<file path="config.mk">
export PLATFORM = sky130hd
export DESIGN_NAME = npu_seq_scheduler
export DESIGN_NICKNAME = d
export VERILOG_FILES = /design/src/rtl/npu_seq_scheduler.sv
export SDC_FILE = /design/constraint.sdc
export NUM_CORES = 1
export LEC_CHECK = 0
export ABC_AREA = 1
export ABC_CLOCK_PERIOD_IN_PS = 3200
export CAP_MARGIN = 10
export CORE_ASPECT_RATIO = 0.75
export CORE_UTILIZATION = 35
export CTS_BUF_LIST = sky130_fd_sc_hd__clkbuf_8
export CTS_CLUSTER_DIAMETER = 80
export DETAILED_ROUTE_END_ITERATION = 8
export PLACE_DENSITY_LB_ADDON = 0.15
export SLEW_MARGIN = 20
export SYNTH_ARGS = -nofsm -noshare
export SYNTH_HDL_FRONTEND = slang
export SYNTH_SLANG_ARGS = --single-unit
</file>
<file path="constraint.sdc">
create_clock -name clk -period 3.2 [get_ports clk]
set_input_delay 0.96 -clock clk [delete_from_list [all_inputs] [get_ports clk]]
set_output_delay 0.96 -clock clk [all_outputs]
set_load 0.01 [all_outputs]
</file>
<file path="src/rtl/npu_seq_scheduler.sv">
// Queued PE-array sequencer: instructions enter a small FIFO and are issued back-to-back
// as CFG (lane mask), CLR (accumulator clear) or multi-cycle MAC/RELU runs.
module npu_seq_scheduler #(
    parameter int unsigned N               = 10,
    parameter int unsigned SEL_DEMUX_WIDTH = 6,
    parameter int unsigned SEL_MUX_A_WIDTH = 4,
    parameter int unsigned SEL_MUX_B_WIDTH = 5,
    parameter int unsigned LEN_W           = 6,
    parameter int unsigned FIFO_DEPTH      = 4,
    localparam int unsigned W_INSTR = 2 + LEN_W + SEL_DEMUX_WIDTH + SEL_MUX_A_WIDTH
                                      + SEL_MUX_B_WIDTH,
    localparam int unsigned LVL_W   = $clog2(FIFO_DEPTH + 1)
) (
    input  logic                       clk,
    input  logic                       rst_n,
    input  logic                       instr_valid,
    output logic                       instr_ready,
    input  logic [W_INSTR-1:0]         instr,
    input  logic                       flush,
    input  logic                       pe_stall,
    output logic [N-1:0]               pe_en,
    output logic [N-1:0]               pe_mode_sel,
    output logic [N-1:0]               pe_reg_reset,
    output logic [SEL_DEMUX_WIDTH-1:0] pe_demux_sel,
    output logic [SEL_MUX_A_WIDTH-1:0] pe_mux_a_sel,
    output logic [SEL_MUX_B_WIDTH-1:0] pe_mux_b_sel,
    output logic                       busy,
    output logic                       op_done,
    output logic [LVL_W-1:0]           fifo_level
);

    localparam int unsigned PTR_W   = (FIFO_DEPTH > 1) ? $clog2(FIFO_DEPTH) : 1;
    localparam int unsigned MA_LSB  = SEL_MUX_B_WIDTH;
    localparam int unsigned DX_LSB  = MA_LSB + SEL_MUX_A_WIDTH;
    localparam int unsigned LEN_LSB = DX_LSB + SEL_DEMUX_WIDTH;
    localparam int unsigned OP_LSB  = LEN_LSB + LEN_W;

    localparam logic [1:0] OP_CFG  = 2'b00;
    localparam logic [1:0] OP_CLR  = 2'b01;
    localparam logic [1:0] OP_RELU = 2'b11;

    if (N > W_INSTR - 2) begin : g_bad_n
        $error("npu_seq_scheduler: lane mask does not fit the instruction payload");
    end
    if (FIFO_DEPTH < 2) begin : g_bad_depth
        $error("npu_seq_scheduler: FIFO_DEPTH must be at least 2");
    end

    typedef enum logic [1:0] {StIdle, StCfg, StClr, StRun} state_e;

    state_e                     state_q, state_d;
    logic [N-1:0]               mask_q, mask_d;
    logic [LEN_W-1:0]           len_q, len_d;
    logic [LEN_W-1:0]           step_q, step_d;
    logic [N-1:0]               en_q, en_d;
    logic [N-1:0]               mode_q, mode_d;
    logic [N-1:0]               rr_q, rr_d;
    logic [SEL_DEMUX_WIDTH-1:0] demux_q, demux_d;
    logic [SEL_MUX_A_WIDTH-1:0] muxa_q, muxa_d;
    logic [SEL_MUX_B_WIDTH-1:0] muxb_q, muxb_d;
    logic                       done_q, done_d;
    logic                       busy_q, busy_d;
    logic [PTR_W-1:0]           wr_ptr_q, wr_ptr_d, rd_ptr_q, rd_ptr_d;
    logic [LVL_W-1:0]           count_q, count_d;

    logic [W_INSTR-1:0] mem [FIFO_DEPTH];
    logic [W_INSTR-1:0] head;
    logic [1:0]         head_op;
    logic               full, empty, push, pop, fin;

    function automatic logic [PTR_W-1:0] ptr_inc(input logic [PTR_W-1:0] p);
        return (p == PTR_W'(FIFO_DEPTH - 1)) ? '0 : p + PTR_W'(1);
    endfunction

    assign full        = (count_q == LVL_W'(FIFO_DEPTH));
    assign empty       = (count_q == '0);
    assign instr_ready = !full && !flush;
    assign push        = instr_valid && instr_ready;
    assign head        = mem[rd_ptr_q];
    assign head_op     = head[OP_LSB +: 2];

    always_ff @(posedge clk) begin
        if (push) begin
            mem[wr_ptr_q] <= instr;
        end
    end

    always_comb begin
        state_d = state_q;
        mask_d  = mask_q;
        len_d   = len_q;
        step_d  = step_q;
        en_d    = '0;
        mode_d  = '0;
        rr_d    = '0;
        demux_d = '0;
        muxa_d  = '0;
        muxb_d  = '0;
        done_d  = 1'b0;
        pop     = 1'b0;
        fin     = 1'b0;

        unique case (state_q)
            StIdle: fin = 1'b1;
            StCfg, StClr: begin
                done_d = 1'b1;
                fin    = 1'b1;
            end
            StRun: begin
                en_d    = en_q;
                mode_d  = mode_q;
                demux_d = demux_q;
                muxa_d  = muxa_q;
                muxb_d  = muxb_q;
                if (!pe_stall) begin
                    if (step_q == len_q) begin
                        done_d = 1'b1;
                        fin    = 1'b1;
                    end else begin
                        step_d = step_q + LEN_W'(1);
                        muxb_d = muxb_q + SEL_MUX_B_WIDTH'(1);
                    end
                end
            end
            default: ;
        endcase

        // End of an op (or idle): chain straight into the next queued op, no bubble.
        if (fin) begin
            state_d = StIdle;
            en_d    = '0;
            mode_d  = '0;
            demux_d = '0;
            muxa_d  = '0;
            muxb_d  = '0;
            if (!empty) begin
                pop = 1'b1;
                case (head_op)
                    OP_CFG: begin
                        state_d = StCfg;
                        mask_d  = head[N-1:0];
                    end
                    OP_CLR: begin
                        state_d = StClr;
                        rr_d    = mask_q;
                    end
                    default: begin
                        state_d = StRun;
                        len_d   = head[LEN_LSB +: LEN_W];
                        step_d  = '0;
                        en_d    = mask_q;
                        mode_d  = (head_op == OP_RELU) ? mask_q : '0;
                        demux_d = head[DX_LSB +: SEL_DEMUX_WIDTH];
                        muxa_d  = head[MA_LSB +: SEL_MUX_A_WIDTH];
                        muxb_d  = head[SEL_MUX_B_WIDTH-1:0];
                    end
                endcase
            end
        end

        if (flush) begin
            state_d = StIdle;
            mask_d  = mask_q;
            pop     = 1'b0;
            en_d    = '0;
            mode_d  = '0;
            rr_d    = '0;
            demux_d = '0;
            muxa_d  = '0;
            muxb_d  = '0;
            done_d  = 1'b0;
        end

        wr_ptr_d = wr_ptr_q;
        rd_ptr_d = rd_ptr_q;
        count_d  = count_q;
        if (flush) begin
            wr_ptr_d = '0;
            rd_ptr_d = '0;
            count_d  = '0;
        end else begin
            if (push) wr_ptr_d = ptr_inc(wr_ptr_q);
            if (pop)  rd_ptr_d = ptr_inc(rd_ptr_q);
            count_d = count_q + LVL_W'(push) - LVL_W'(pop);
        end
        busy_d = (state_d != StIdle) || (count_d != '0);
    end

    always_ff @(posedge clk or negedge rst_n) begin
        if (!rst_n) begin
            state_q  <= StIdle;
            mask_q   <= '1;
            len_q    <= '0;
            step_q   <= '0;
            en_q     <= '0;
            mode_q   <= '0;
            rr_q     <= '0;
            demux_q  <= '0;
            muxa_q   <= '0;
            muxb_q   <= '0;
            done_q   <= 1'b0;
            busy_q   <= 1'b0;
            wr_ptr_q <= '0;
            rd_ptr_q <= '0;
            count_q  <= '0;
        end else begin
            state_q  <= state_d;
            mask_q   <= mask_d;
            len_q    <= len_d;
            step_q   <= step_d;
            en_q     <= en_d;
            mode_q   <= mode_d;
            rr_q     <= rr_d;
            demux_q  <= demux_d;
            muxa_q   <= muxa_d;
            muxb_q   <= muxb_d;
            done_q   <= done_d;
            busy_q   <= busy_d;
            wr_ptr_q <= wr_ptr_d;
            rd_ptr_q <= rd_ptr_d;
            count_q  <= count_d;
        end
    end

    // Stall gates lane enables combinationally so the PEs freeze in the same cycle.
    assign pe_en        = en_q & ~{N{pe_stall}};
    assign pe_mode_sel  = mode_q;
    assign pe_reg_reset = rr_q;
    assign pe_demux_sel = demux_q;
    assign pe_mux_a_sel = muxa_q;
    assign pe_mux_b_sel = muxb_q;
    assign op_done      = done_q;
    assign busy         = busy_q;
    assign fifo_level   = count_q;

endmodule

</file>
==> reports/results.ini, run 1 <==
[status]
status = finished clean

[clock_tree]
post_cts.repair.setup_buffers = 0
cts_buffers = 17
cts.sinks = 170
cts-root-buf = clkbuf_8
cts_buffer_depth = 2
htreeDepth = 4
ctsHoldBuffers = 0
worst_skew_pair.late_latency_ns = 0.46
cts_tree = built
cts.reportedPaths.clkPinSlew_ns = 0.09

[detailed_routing]
drt_iter0_markers = 254
vias = 5088
wl_mm = 17.1
firstDrtPassIters = 4
drc = 0
drt.antenna.violating_nets = 0
viasPerCell = 4.69
routedWlPerCell_um = 15.8

[sta]
post-route-min-period_ns = 3.06
slew_headroom_pct = 62.8
slew_violations = 0
finalWorstSetupSlack_ns = 0.135
finalHoldViolations = 0
whs_ns = 0.481
grt_setup_unrepaired = false
setup_viol = 0
clock.fmax_ghz = 0.326
worst_pin_slew_ns = 0.558
skew_ns = 0.00863
period_share_pct = 95.8

[setup_path]
slowest_stage = clkdlybuf4s50_1
worstSetupPathType = in -> out
crit_arrival_ns = 2.10
worst_path_most_repeated_cell = clkdlybuf4s50_1
r2r-end = busy$_DFF_PN0_
worstSetupStartpointType = input port
reg2reg_setup_slack_ns = 0.65
worstRegToRegCells = 17
crit_chain = clkdlybuf4s50_1 -> a21oi_1 -> clkdlybuf4s50_1
cp_slowest_stage_delay_ns = 0.56
path_max_fanout = 2
critPathCaptureType = primary output
required_ns = 2.24
timing.rr.start = step_q[0]$_DFF_PN0_

[power]
p_leak_nw = 3.81
irDropWorstVdd_mv = 0.280
p_per_area_mw_per_mm2 = 798
power_mw = 7.10

[grt]
grt_max_degree = 49
grt.total_usage_pct = 17.0
antenna_found_initial = 0
grt_pass1_wl_mm = 27.2
grt.overflow.total = 0
first_global_vias = 4961

[yosys]
synth.most_common_cell = nand2_1
synthCells = 695
yosysTopAreaCell = edfxtp_1
synth_async_sr_flop_share_pct = 45.9
synthTopCellsByCount = nand2_1, edfxtp_1, nor2_1, dfrtp_1, inv_1
yosysWarnings = 0
synth_top_area_share_pct = 38.0
synth_ff_type = edfxtp_1
synth_area_mm2 = 0.00727
synth_edf_count = 92
yosysSeqAreaShare_pct = 65.0
syn_area_per_cell_um2 = 10.5
netlist_top_cells_area = edfxtp_1, dfrtp_1, nand2_1
synth-seq-cells = 170
syn_nets = 735
synth_cell_types = 34

[floorplan]
floorplan.initialDensity_pct = 35.8
die_h_um = 127
die_x_um = 168
core_mm2 = 0.0203
die_area_mm2 = 0.0214
num_rows = 45
pin_count = 79

[cells_and_area]
fin_util_pct = 43.7
area_growth_pct = 22.3
drive_gt1_share_pct = 12.6
n_fill_cell = 1913
nets = 831
num_antenna_cells = 0

[run]
drv_cap = 0

[placed_design]
place_ws_ns = -0.113
gp_congestion = 0.805
dp_hpwl_mm = 11.5
portBuffers = 78

[min_path]
min_path_type = in -> async

[stage by stage]
| step | setup TNS (ns) | instances | area (um^2) |
|---|---|---|---|
| floorplan | 0 | 695 | 7270 |
| global placement | -0.0570 | 1054 | 8450 |
| detailed placement | -0.154 | 1054 | 8450 |
| CTS | 0 | 1086 | 8870 |
| global route | 0 | 1086 | 8890 |
| finish | 0 | 1086 | 8890 |
[state kept, by name, summed over array words and instances, names as in the netlist]
register,cells
state_q,2
pe_reg_reset,10
busy,1
step_q,6
len_q,6
op_done,1
en_q,10
pe_mode_sel,10
pe_mux_b_sel,5
pe_demux_sel,6
wr_ptr_q,2
rd_ptr_q,2
mask_q,10
pe_mux_a_sel,4
fifo_level,3
mem,92
[worst max-delay path, delay by kind of cell]
family,cells,cell delay (ns)
AOI/OAI and AO/OA,1,0.16
buffers and inverters,2,0.99
[worst max path at each step]
stage / startpoint / end / slack, ns
after floorplan: flush / busy$_DFF_PN0_ / 0.14
after global placement: pe_stall / busy$_DFF_PN0_ / -0.06
after detailed placement: pe_stall / busy$_DFF_PN0_ / -0.11
after CTS: pe_stall / pe_en[0] / 0.004
after global routing: flush / instr_ready / 0.08
final: flush / instr_ready / 0.14
[logic make-up after synthesis]
family / count (synthesis) / share of synthesized area [%]
AOI/OAI and AO/OA: 82 / 6.26
xor gates and xnor gates: 8 / 0.964
adders and majority gates: 12 / 2.17
buffers and inverters: 99 / 6.09
DFF: 170 / 65.0
and+or+nand+nor: 324 / 19.5
[power breakdown]
group	switching (mW)	internal, mW	total (mW)
Combinational	1.71	0.908	2.62
Sequential	0.197	2.67	2.86
Clock	0.829	0.789	1.62
[placed cells by master (no fill, tap or decap), types with 4 or more instances in the layout]
cell             synthesis  layout
a21oi_1                  6       6
a32oi_1                  5       5
buf_4                    2      31
clkbuf_8                 0      17
clkdlybuf4s50_1          0      67
dfrtp_1                 68      68
dfstp_2                 10      10
dlymetal6s2s_1           0       7
edfxtp_1                92      92
ha_1                    11      11
inv_1                   60      60
inv_2                    7       7
nand2_1                173     173
nand2_2                  4       4
nand3_1                 47      47
nand3b_1                 8       8
nor2_1                  72      68
nor2_2                   3       7
nor2_4                   4       4
nor3_1                   4       4
o21ai_0                 31      31
o21ai_1                 24      24
o22ai_1                 11      11
o31ai_1                  5       5
xor2_1                   6       6
[layout make-up]
type	instances	area (um^2)	share of cell area, %
multi-input combinational	426	2110	23.8
clock buffer	17	234	2.63
tap	282	353	3.97
inverter	68	258	2.90
sequential	170	4730	53.2
timing repair buffer	108	1020	11.4
clock inverter	15	191	2.15
[what timing repair did]
item / 4_1_cts / 5_1_grt
cloned: 0 / 0
pin swaps: 0 / 0
gates resized for setup: 3 / 7
setup endpoints to repair: 3 / 7
[routing by layer]
metal	global-route usage, %	up-vias	wire length, um
met5	0	-	0
met4	5.78	0	227
met3	4.12	20	872
met2	25.2	127	7450
met1	24.2	2464	8570
li1	-	2477	-
No activity file was read; power rests on OpenSTA's default activity.
==> inputs of run 2 (changes only) <==
- PLACE_DENSITY_LB_ADDON: 0.15 -> 0.3
==> run 2 against run 1 <==
  * Worst hold slack worse by 0.0060 ns
  * Combinational power about the same
  * First-iteration DRC count up 53%
  * Design area about the same
  * Via count down 1.5%
  * Non-clock buffer count down 1
  * Largest power group unchanged
  * Register-to-register slack worse by 0.03 ns
  * Worst setup slack better by 0.094 ns
  * Highest routed layer unchanged
==> reports/results.ini, run 2 (synthesis gave the netlist of run 1 again) <==
[floorplan]
die_area_mm2 = 0.0214  ; unchanged
die_h_um = 127  ; unchanged
die_x_um = 168  ; unchanged
pin_count = 79  ; unchanged
core_mm2 = 0.0203  ; unchanged
floorplan.initialDensity_pct = 35.8  ; unchanged
num_rows = 45  ; unchanged

[clock_tree]
cts_buffer_depth = 2  ; unchanged
cts_buffers = 17  ; unchanged
cts_tree = built  ; unchanged
htreeDepth = 4  ; unchanged
worst_skew_pair.late_latency_ns = 0.46  ; about the same
post_cts.repair.setup_buffers = 0  ; unchanged
cts.sinks = 170  ; unchanged
cts.reportedPaths.clkPinSlew_ns = 0.09  ; about the same
cts-root-buf = clkbuf_8  ; unchanged

[setup_path]
cp_slowest_stage_delay_ns = 0.47  ; was 0.56 ns
critPathCaptureType = flip-flop  ; was primary output
worstSetupStartpointType = input port  ; unchanged
required_ns = 3.54  ; was 2.24 ns
worstRegToRegCells = 17  ; unchanged
worstSetupPathType = in -> reg  ; was in -> out
reg2reg_setup_slack_ns = 0.62  ; was 0.65 ns
path_max_fanout = 4  ; was 2
timing.rr.start = step_q[0]$_DFF_PN0_  ; unchanged
worst_path_most_repeated_cell = inv_1  ; was clkdlybuf4s50_1
crit_chain = clkdlybuf4s50_1 -> inv_1 -> nand4_4 -> nand2_4 -> nand2_4 -> nor2_4 -> ha_1 -> inv_1 -> ha_1 -> inv_1 -> fa_1 -> nor2_1 -> nor2_1 -> o21ai_0 -> inv_1 -> nand3_1  ; was clkdlybuf4s50_1 -> a21oi_1 -> clkdlybuf4s50_1
crit_arrival_ns = 3.31  ; was 2.10 ns
crit_start = pe_stall  ; was flush
crit_end = busy$_DFF_PN0_  ; was instr_ready
r2r-end = busy$_DFF_PN0_  ; unchanged
slowest_stage = clkdlybuf4s50_1  ; unchanged

[power]
power_frac_clock_pct = 21.3  ; was 22.8%
swShare_pct = 39.0  ; was 38.5%
pwr-share-seq_pct = 40.8  ; was 40.3%
p_int_mw = 4.27  ; was 4.36 mW
p_leak_nw = 3.73  ; was 3.81 nW
pwr-share-comb_pct = 37.9  ; was 36.9%
irDropWorstVdd_mv = 0.396  ; was 0.280 mV
p_per_area_mw_per_mm2 = 787  ; was 798 mW/mm^2
switchingPower_mw = 2.73  ; about the same

[sta]
post-route-min-period_ns = 2.97  ; was 3.06 ns
slew_headroom_pct = 61.0  ; was 62.8%
clock.fmax_ghz = 0.337  ; was 0.326 GHz
skew_ns = 0.0174  ; was 0.00863 ns
finalWorstSetupSlack_ns = 0.229  ; was 0.135 ns
grt_setup_unrepaired = false  ; unchanged
period_share_pct = 92.8  ; was 95.8%
setup_viol = 0  ; unchanged
slew_violations = 0  ; unchanged
finalHoldViolations = 0  ; unchanged
whs_ns = 0.475  ; was 0.481 ns
worst_pin_slew_ns = 0.586  ; was 0.558 ns

[cells_and_area]
area_growth_pct = 22.3  ; about the same
nets = 830  ; was 831
num_antenna_cells = 0  ; unchanged
finalNonFillerCells = 1085  ; was 1086
drive_gt1_share_pct = 12.6  ; about the same
largest_reg_flops = 92  ; unchanged
final_common_cell = nand2_1  ; unchanged
largest_register = mem  ; unchanged
most-common-layout-cells = nand2_1, edfxtp_1, nor2_1, dfrtp_1, clkdlybuf4s50_1  ; unchanged

[status]
status = finished clean  ; unchanged

[detailed_routing]
wl_mm = 16.3  ; was 17.1 mm
viasPerCell = 4.62  ; was 4.69
drc = 0  ; unchanged
vias = 5012  ; was 5088
routedWlPerCell_um = 15.0  ; was 15.8 um
firstDrtPassIters = 6  ; was 4
drt.antenna.violating_nets = 0  ; unchanged
drt_iter0_markers = 389  ; was 254

[grt]
first_global_vias = 4776  ; was 4961
antenna_found_initial = 0  ; unchanged
grt.overflow.total = 0  ; unchanged
grt_pass1_wl_mm = 26.3  ; was 27.2 mm
grt_max_degree = 49  ; unchanged
grt.total_usage_pct = 16.3  ; was 17.0%

[placed_design]
dp_hpwl_mm = 10.7  ; was 11.5 mm
portBuffers = 78  ; unchanged
place_ws_ns = -0.207  ; was -0.113 ns
gp_congestion = 0.809  ; was 0.805
place_inst = 1053  ; was 1054

[run]
drv_cap = 0  ; unchanged

[min_path]
min_path_type = reg -> reg  ; was in -> async

==> run 2: worst min path at each step <==
stage	start	endpoint	slack, ns	cells after the start
after floorplan	mask_q[5]$_DFFE_PN1P_	mask_q[5]$_DFFE_PN1P_	0.45	2
after global placement	mask_q[6]$_DFFE_PN1P_	mask_q[6]$_DFFE_PN1P_	0.46	2
after detailed placement	mask_q[6]$_DFFE_PN1P_	mask_q[6]$_DFFE_PN1P_	0.46	2
after CTS	mask_q[6]$_DFFE_PN1P_	mask_q[6]$_DFFE_PN1P_	0.48	2
after global routing	mask_q[9]$_DFFE_PN1P_	mask_q[9]$_DFFE_PN1P_	0.50	2
final	mask_q[3]$_DFFE_PN1P_	mask_q[3]$_DFFE_PN1P_	0.47	2
==> run 2: area by class of cell <==
class / instances / area, um^2
multi-input cells: 426 / 2120
well taps: 282 / 353
fillers: 1963 / 11400
clock inverters: 14 / 141
flip-flops and latches: 170 / 4730
clock buffers: 18 / 248
repair buffers: 107 / 1050
inverters: 68 / 258
==> run 2: worst max-delay path, delay by kind of cell <==
family          cells  cell delay [ns]
compound gates      1             0.09
buf+inv             5             0.81
simple gates        7             0.61
fa+ha+maj           3             0.83
==> run 2: what timing repair did <==
item / 4_1_cts / 5_1_grt
endpoints found under the setup margin: 11 / 1
hold buffers: 0 / 0
resized for setup: 12 / 1
pin swaps: 0 / 0
endpoints found under the hold margin: 0 / 0
==> run 2: power by group through the flow <==
stage	combinational [mW]	sequential [mW]	clock, mW
2_1_floorplan	1.70	2.91	0
3_3_place_gp	2.63	2.90	0
3_5_place_dp	2.66	2.90	0
4_1_cts	2.67	2.86	1.53
5_1_grt	2.98	2.89	1.62
6_report	2.65	2.86	1.49
==> run 2: per-stage QoR <==
step | util, % | instance area (um^2) | TNS, ns | total power, mW
floorplan | - | 7270 | 0 | 4.61
global route | 43.8 | 8890 | 0 | 7.49
detailed placement | 41.9 | 8510 | -0.671 | 5.56
global placement | 41.9 | 8510 | -0.630 | 5.53
CTS | 43.7 | 8890 | 0 | 7.05
finish | 43.8 | 8890 | 0 | 7.00
==> run 2: metal layers <==
| layer | wire length [um] | vias to the layer above | global-route usage [%] |
|---|---|---|---|
| li1 | - | 2482 | - |
| met1 | 8290 | 2409 | 23.7 |
| met2 | 7100 | 114 | 24.0 |
| met3 | 842 | 7 | 4.46 |
| met4 | 91 | 0 | 4.17 |
| met5 | 0 | - | 0 |
==> inputs of run 3 (changes only) <==
- ABC_CLOCK_PERIOD_IN_PS: 3200 -> unset
- GPL_TIMING_DRIVEN: unset -> 0
==> run 3 against run 2 <==
  * Sequential share of layout area is 0.58 points lower
  * Critical path depth fell by 12
  * Cell count rose by 0.74%
  * Worst hold slack worse by 0.034 ns
  * Non-clock buffer count is 8 higher
  * Clock skew barely moved
  * Design area grew 1.1%
  * Sequential power is essentially flat
  * Via count rose by 2.5%
  * Utilization increased by 0.49 points
  * Clock power rose by 5%
  * Critical path type is now in -> out
  * Largest cell class unchanged
  * Highest routed layer unchanged
==> reports/results.ini, run 3 (synthesis gave the netlist of run 1 again) <==
[clock_tree]
cts_tree = built  ; unchanged
cts.reportedPaths.clkPinSlew_ns = 0.10  ; was 0.09 ns
cts-root-buf = clkbuf_8  ; unchanged
cts_buffer_depth = 2  ; unchanged
cts.sinks = 170  ; unchanged
htreeDepth = 4  ; unchanged
cts_buffers = 17  ; unchanged
worst_skew_pair.late_latency_ns = 0.48  ; was 0.46 ns
ctsHoldBuffers = 0  ; unchanged

[setup_path]
crit_arrival_ns = 2.15  ; was 3.31 ns
timing.rr.start = step_q[0]$_DFF_PN0_  ; unchanged
r2r-end = busy$_DFF_PN0_  ; unchanged
worstSetupPathType = in -> out  ; was in -> reg
required_ns = 2.24  ; was 3.54 ns
path_max_fanout = 10  ; was 4
worstSetupStartpointType = input port  ; unchanged
reg2reg_setup_slack_ns = 0.27  ; was 0.62 ns
worstRegToRegCells = 17  ; unchanged
critPathCaptureType = primary output  ; was flip-flop

[detailed_routing]
firstDrtPassIters = 7  ; was 6
wl_mm = 17.1  ; was 16.3 mm
drt.antenna.violating_nets = 0  ; unchanged
viasPerCell = 4.70  ; was 4.62
routed.top_layer = met4  ; unchanged
drt_iter0_markers = 456  ; was 389
drc = 0  ; unchanged
met2_length_mm = 7.54  ; was 7.10 mm
vias = 5136  ; was 5012
routedWlPerCell_um = 15.6  ; was 15.0 um
routedLengthMet1_mm = 8.19  ; was 8.29 mm
met3WireLength_mm = 1.23  ; was 842 um

[grt]
grt_max_degree = 47  ; was 49
first_global_vias = 4738  ; was 4776
grt.overflow.total = 0  ; unchanged
grt_pass1_wl_mm = 27.0  ; was 26.3 mm
grt.total_usage_pct = 17.1  ; was 16.3%
antenna_found_initial = 0  ; unchanged

[cells_and_area]
area_growth_pct = 23.7  ; was 22.3%
largest_reg_flops = 92  ; unchanged
final_common_cell = nand2_1  ; unchanged
largest_register = mem  ; unchanged
most-common-layout-cells = nand2_1, edfxtp_1, clkdlybuf4s50_1  ; was nand2_1, edfxtp_1, nor2_1, dfrtp_1, clkdlybuf4s50_1
nets = 838  ; was 830
drive_gt1_share_pct = 12.0  ; was 12.6%
final_area_mm2 = 0.00899  ; was 0.00889 mm^2
num_antenna_cells = 0  ; unchanged
finalNonFillerCells = 1093  ; was 1085

[floorplan]
core_mm2 = 0.0203  ; unchanged
die_x_um = 168  ; unchanged
num_rows = 45  ; unchanged
die_area_mm2 = 0.0214  ; unchanged
die_h_um = 127  ; unchanged
floorplan.initialDensity_pct = 35.8  ; unchanged
pin_count = 79  ; unchanged

[power]
p_int_mw = 4.32  ; was 4.27 mW
swShare_pct = 40.3  ; was 39.0%
p_leak_nw = 3.69  ; was 3.73 nW
power_frac_clock_pct = 21.7  ; was 21.3%
power_mw = 7.23  ; was 7.00 mW
p_per_area_mw_per_mm2 = 804  ; was 787 mW/mm^2
irDropWorstVdd_mv = 0.421  ; was 0.396 mV
pwr-share-seq_pct = 39.6  ; was 40.8%
switchingPower_mw = 2.91  ; was 2.73 mW
pwr-share-comb_pct = 38.6  ; was 37.9%

[placed_design]
portBuffers = 77  ; was 78
dpl_cell_area_mm2 = 0.00855  ; was 0.00851 mm^2
gp_congestion = 0.808  ; was 0.809
place_inst = 1059  ; was 1053
dp_hpwl_mm = 11.7  ; was 10.7 mm

[sta]
worst_pin_slew_ns = 0.627  ; was 0.586 ns
setup_viol = 0  ; unchanged
period_share_pct = 97.3  ; was 92.8%
grt_setup_unrepaired = false  ; unchanged
whs_ns = 0.441  ; was 0.475 ns
clock.fmax_ghz = 0.321  ; was 0.337 GHz
post-route-min-period_ns = 3.11  ; was 2.97 ns
skew_ns = 0.0178  ; was 0.0174 ns
finalHoldViolations = 0  ; unchanged
slew_headroom_pct = 58.2  ; was 61.0%
slew_violations = 0  ; unchanged

[run]
drv_cap = 0  ; unchanged

[status]
status = finished clean  ; unchanged

[min_path]
min_path_type = in -> async  ; was reg -> reg

-- run 3: changes by cell type in the layout (fill, tap and decap cells not counted), sizes merged --
cell / previous run / this run
dlygate4sd2: 10 / 1
dlymetal6s2s: 1 / 0
buf: 30 / 26
clkinvlp: 2 / 1
inv: 74 / 77
clkinv: 5 / 4
clkbuf: 18 / 30
clkdlybuf4s50: 66 / 75
-- run 3: worst max-delay path, stage by stage --
cell and delay [ns]:
dlygate4sd2_1 0.30, clkbuf_8 0.19, nor2_1 0.15, clkdlybuf4s50_1 0.55
-- run 3: final cells by class --
| type | count | area (um^2) |
|---|---|---|
| multi-input cells | 426 | 2140 |
| clock inverters | 15 | 178 |
| well taps | 282 | 353 |
| clock buffers | 17 | 234 |
| plain buffers | 31 | 195 |
| fillers | 1917 | 11300 |
| flip-flops and latches | 170 | 4730 |
| inverters | 68 | 258 |
| repair buffers | 84 | 912 |
-- run 3: repair_timing --
action                                 CTS  global route
endpoints found under the hold margin    0             0
resized for setup                        4             2
setup endpoints to repair               11             1
pin swaps                                1             1
buffers inserted                         1             1
-- run 3: routing by layer --
metal,vias to the layer above,global-route usage [%]
met3,13,3.81
met2,179,24.7
met4,0,4.65
met5,-,0
li1,2512,-
met1,2432,25.6
-- run 3: worst max-delay path by stage --
stage / start / to / slack [ns] / cells past startpoint
2_1_floorplan: flush / busy$_DFF_PN0_ / 0.14 / 13
3_3_place_gp: rst_n / wr_ptr_q[1]$_DFFE_PN0P_ / -1.75 / 1
3_5_place_dp: pe_stall / busy$_DFF_PN0_ / -0.72 / 16
4_1_cts: pe_stall / pe_en[6] / 0.09 / 4
5_1_grt: pe_stall / busy$_DFF_PN0_ / 0.005 / 16
6_report: pe_stall / pe_en[6] / 0.09 / 4
-- run 3: through the flow --
stage / util (%) / TNS (ns) / setup slack, ns
floorplan: - / 0 / 0.142
global placement: 41.3 / -194.11 / -1.75
detailed placement: 42.1 / -4.19 / -0.721
CTS: 44.2 / 0 / 0.0922
global route: 44.2 / 0 / 0.00501
finish: 44.2 / 0 / 0.0876
-- run 3: power by group through the flow --
stage | Clock (mW) | Combinational [mW] | Sequential (mW)
5_1_grt | 1.69 | 3.09 | 2.91
3_5_place_dp | 0 | 2.77 | 2.91
2_1_floorplan | 0 | 1.70 | 2.91
4_1_cts | 1.60 | 2.79 | 2.86
3_3_place_gp | 0 | 2.68 | 2.91
6_report | 1.57 | 2.79 | 2.86
